`src/rtl/mem_access.sv`:
```
// mem_access: multi-cycle load/store unit between execute and the data RAM.
// Drives a synchronous RAM port and returns extended load data.
module mem_access #(
    parameter int ADDR_W = 14
) (
    input  logic              clk,
    input  logic              rst_n,
    input  logic              req,
    input  logic              we,
    input  logic [2:0]        funct3,
    input  logic [31:0]       addr,
    input  logic [31:0]       wdata,
    output logic              busy,
    output logic              done,
    output logic              fault,
    output logic [31:0]       rdata_out,
    output logic              mem_en,
    output logic              mem_we,
    output logic [3:0]        mem_be,
    output logic [ADDR_W-1:0] mem_addr,
    output logic [31:0]       mem_wdata,
    input  logic [31:0]       mem_rdata
);

    typedef enum logic [1:0] {
        IDLE,
        ISSUE,
        WAIT,
        DONE
    } state_t;

    state_t      state;
    logic [1:0]  off_q;
    logic [2:0]  f3_q;
    logic        we_q;

    logic        legal;
    logic [3:0]  be_n;
    logic [31:0] wd_n;
    logic [31:0] shifted;
    logic [31:0] ext;

    // High address bits alias away by design.
    logic unused_hi;
    assign unused_hi = &{1'b0, addr[31:ADDR_W+2]};

    always_comb begin
        legal = 1'b0;
        case (funct3)
            3'b000:  legal = 1'b1;
            3'b001:  legal = ~addr[0];
            3'b010:  legal = (addr[1:0] == 2'b00);
            3'b100:  legal = ~we;
            3'b101:  legal = ~we & ~addr[0];
            default: legal = 1'b0;
        endcase
    end

    always_comb begin
        be_n = 4'b1111;
        wd_n = wdata;
        case (funct3[1:0])
            2'b00: begin
                be_n = 4'b0001 << addr[1:0];
                wd_n = {4{wdata[7:0]}};
            end
            2'b01: begin
                be_n = addr[1] ? 4'b1100 : 4'b0011;
                wd_n = {2{wdata[15:0]}};
            end
            default: ;
        endcase
    end

    always_comb begin
        shifted = mem_rdata >> {off_q, 3'b000};
        case (f3_q)
            3'b000:  ext = {{24{shifted[7]}}, shifted[7:0]};
            3'b001:  ext = {{16{shifted[15]}}, shifted[15:0]};
            3'b100:  ext = {24'b0, shifted[7:0]};
            3'b101:  ext = {16'b0, shifted[15:0]};
            default: ext = shifted;
        endcase
    end

    always_ff @(posedge clk or negedge rst_n) begin
        if (!rst_n) begin
            state     <= IDLE;
            busy      <= 1'b0;
            done      <= 1'b0;
            fault     <= 1'b0;
            mem_en    <= 1'b0;
            mem_we    <= 1'b0;
            mem_be    <= 4'b0000;
            mem_addr  <= '0;
            mem_wdata <= '0;
            rdata_out <= '0;
            off_q     <= 2'b00;
            f3_q      <= 3'b000;
            we_q      <= 1'b0;
        end else begin
            done   <= 1'b0;
            fault  <= 1'b0;
            mem_en <= 1'b0;
            mem_we <= 1'b0;
            case (state)
                // DONE accepts a new request so back-to-back ops lose no cycle.
                IDLE, DONE: begin
                    state <= IDLE;
                    busy  <= 1'b0;
                    if (req && legal) begin
                        state     <= ISSUE;
                        busy      <= 1'b1;
                        mem_en    <= 1'b1;
                        mem_we    <= we;
                        mem_be    <= be_n;
                        mem_wdata <= wd_n;
                        mem_addr  <= addr[ADDR_W+1:2];
                        off_q     <= addr[1:0];
                        f3_q      <= funct3;
                        we_q      <= we;
                    end else if (req) begin
                        fault <= 1'b1;
                        done  <= 1'b1;
                    end
                end
                ISSUE: begin
                    if (we_q) begin
                        state <= DONE;
                        done  <= 1'b1;
                    end else begin
                        state <= WAIT;
                    end
                end
                WAIT: begin
                    rdata_out <= ext;
                    state     <= DONE;
                    done      <= 1'b1;
                end
                default: state <= IDLE;
            endcase
        end
    end

endmodule

```
`config.mk`:
```
export PLATFORM = sky130hd
export DESIGN_NAME = mem_access
export DESIGN_NICKNAME = d
export VERILOG_FILES = /design/src/rtl/mem_access.sv
export SDC_FILE = /design/constraint.sdc
export NUM_CORES = 1
export LEC_CHECK = 0
export CAP_MARGIN = 20
export CORE_MARGIN = 5
export CORE_UTILIZATION = 46
export DETAILED_ROUTE_END_ITERATION = 7
export PLACE_DENSITY = 0.91
export SETUP_SLACK_MARGIN = 0.5
export SYNTH_ARGS = -nofsm -noshare
export SYNTH_HDL_FRONTEND = slang
export SYNTH_SLANG_ARGS = --single-unit
```
`constraint.sdc`:
```
create_clock -name clk -period 5.1 [get_ports clk]
set_clock_uncertainty 0.05 [all_clocks]
set_input_delay 1.53 -clock clk [delete_from_list [all_inputs] [get_ports clk]]
set_output_delay 1.53 -clock clk [all_outputs]
set_load 0.01 [all_outputs]
```
==> metrics <==
result of the run=finished clean; port buffer count=173; Synthesis Warnings=0; Clk Latency, worst-skew pair=350 ps; clk slew on worst S/H paths=100 ps; Leak=2.81 nW; starting density of the core=47.1%; area leader, netlist=dfrtp_1; setup TNS=0 ps; worst-case clock buffer depth=2; WL final=13.2 mm; max_slew headroom=39.1%; worst-path maximum fanout=75; Period Utilization, post-route=69.5%; Slew @ Worst Pin=907 ps; syn_area_per_cell=11.3 sq um; count of standard-cell rows=35; Seq cells post-synth=95; all-layer global routing usage=23.6%; Post-CTS Repair Setup Buffers=0; initial antenna violation count=0; synth-to-layout area growth=47.2%; critical path arrival=3720 ps; Post-synth EDFFs=0; number of diodes=0; via-per-instance ratio=5.44; Post-synth ARST share=100%; DRC=0; Slew Limit Fails=0; CTS tree=done; worst hold path type=register to register; Unique masters post-synth=30; dpl cells=667; PD cells=578 nW/um^2; Worst R2R Path Depth=5; Nets=654; MaxCap Viol Count=0; commonest non-fill, non-tap cell in the layout=clkdlybuf4s50_1; Vias=3,718; number of fill cells in the layout=666; dominant cells by area after synthesis=dfrtp_1, mux2i_1, mux2_2, o21ai_0, nand2_1; Final Hold Fails=0; final global-route overflow total=0; fmax=282 MHz; Starting DRT DRC Count=164; htree depth=3; Critical Path Start Type=primary input; hpwl dp=9.86 mm; Die W=107 um; CP Capture Type=register; commonest non-fill, non-tap cells in the layout=clkdlybuf4s50_1, dfrtp_1, mux2i_1, nand2_1, mux2_2; Synth Instances=386; Hold Path Depth=2; share of the synthesized area in the top cell type=54.6%; ys flop type=dfrtp_1; post_cts resized=0; fin crit period=3540 ps; drt first pass iters=7; CTS sink cnt=95; Post-CTS Hold Fix Bufs=0; Peak VDD IR=0.311 mV; area of the die=11,500 sq um; largest net degree at the start of global routing=76; chip height=107 um; worst endpoint required time=5280 ps; CTS Buf Count=9; Final ANT Viol Nets=0; layout cells sized above 1=11.6%; first-pass GRT wire length=21.3 mm; routed length per instance=19.3 um; critical path class=primary input to register; vias in the first global route=4,028; Syn Std Cell Area=4350 sq um; Finished Layout Cells=683; # IOs=190; Seq/Total Area, Yosys=54.6%; Clock Tree Root=clkbuf_8; Post-Syn Nets=491; Setup Viol. Count Final=0; core area=9240 sq um; GP Congestion=0.927; RSZ-0062 raised after global routing=false
==> synthesized netlist by cell type (all sizes together), types with 7 or more instances <==
cell type and number:
dfrtp 95, nor2b 8, mux2 34, a211o 8
clkbuf 17, buf 10, a21oi 28, o21ai 32
nand2 39, mux2i 41, a211oi 7, nor2 27
a221o 9, inv 7, o2bb2ai 7
==> where the power goes <==
group / total [W] / switching, W / internal (W)
Clock: 0.000532 / 0.000264 / 0.000267
Sequential: 0.00135 / 0.000237 / 0.00111
Combinational: 0.00183 / 0.000816 / 0.00101
==> worst max-delay path: stages <==
cell and delay, ps:
clkdlybuf4s50_1 450, buf_4 360, a221oi_1 180, o21bai_4 430, buf_12 330, mux2_2 380
==> sequential cells by signal, indices dropped and copies added, names as in the netlist <==
register / count
mem_we: 1
fault: 1
mem_wdata: 32
f3_q: 3
we_q: 1
off_q: 2
mem_be: 4
mem_en: 1
mem_addr: 14
state: 2
done: 1
rdata_out: 32
busy: 1
==> path summary, 6_finish.rpt <==
check,startpoint,to,slack (ps)
setup / recovery,funct3[1],mem_wdata[4],1560
hold / removal,mem_wdata[18],mem_wdata[18],440
setup reg to reg,state[0],rdata_out[15],2240
hold reg to reg,mem_wdata[18],mem_wdata[18],440
max in group asynchronous,rst_n,mem_wdata[4],2860
min in group asynchronous,rst_n,rdata_out[6],1260
==> layout make-up <==
class,instances,area (sq um),share of cell area (%)
well taps,129,161,2.52
repair buffers,179,1790,27.9
multi-input cells,257,1840,28.7
clock buffers,12,165,2.58
clock inverters,4,52.6,0.820
inverters,7,26.3,0.410
flip-flops and latches,95,2380,37.1
==> layer usage <==
metal	routed length (um)	track usage (%)	share of wire, %	vias up
met2	6260	39.9	47	196
met4	350	8.40	2.6	0
li1	-	-	-	1697
met3	1500	9.30	11	28
met5	0	0	0	-
met1	5100	27.2	39	1797
==> per-stage QoR <==
stage | worst slack, ps | util, % | total power (W) | cell area [sq um] | hold slack [ps]
3_5_place_dp | 1210 | 67.0 | 0.00319 | 6190 | 419
2_1_floorplan | 2320 | - | 0.00223 | 4350 | 400
5_1_grt | 1460 | 69.4 | 0.00394 | 6410 | 468
6_report | 1560 | 69.4 | 0.00370 | 6410 | 436
3_3_place_gp | 1280 | 67.0 | 0.00310 | 6190 | 411
4_1_cts | 1580 | 69.4 | 0.00373 | 6410 | 440
==> kinds of logic (layout without fill, tap and decap cells) <==
kind of cell               count (synthesis)  count (layout)  synth area share, %
muxes                                     76              76                 18.7
buffers and inverters                     34             202                 3.42
and+or+nand+nor                           82              82                 8.33
DFF                                       95              95                 54.6
AOI/OAI and AO/OA                         97              97                 14.3
adders and majority gates                  2               2                0.575
No activity file was read; power rests on OpenSTA's default activity.
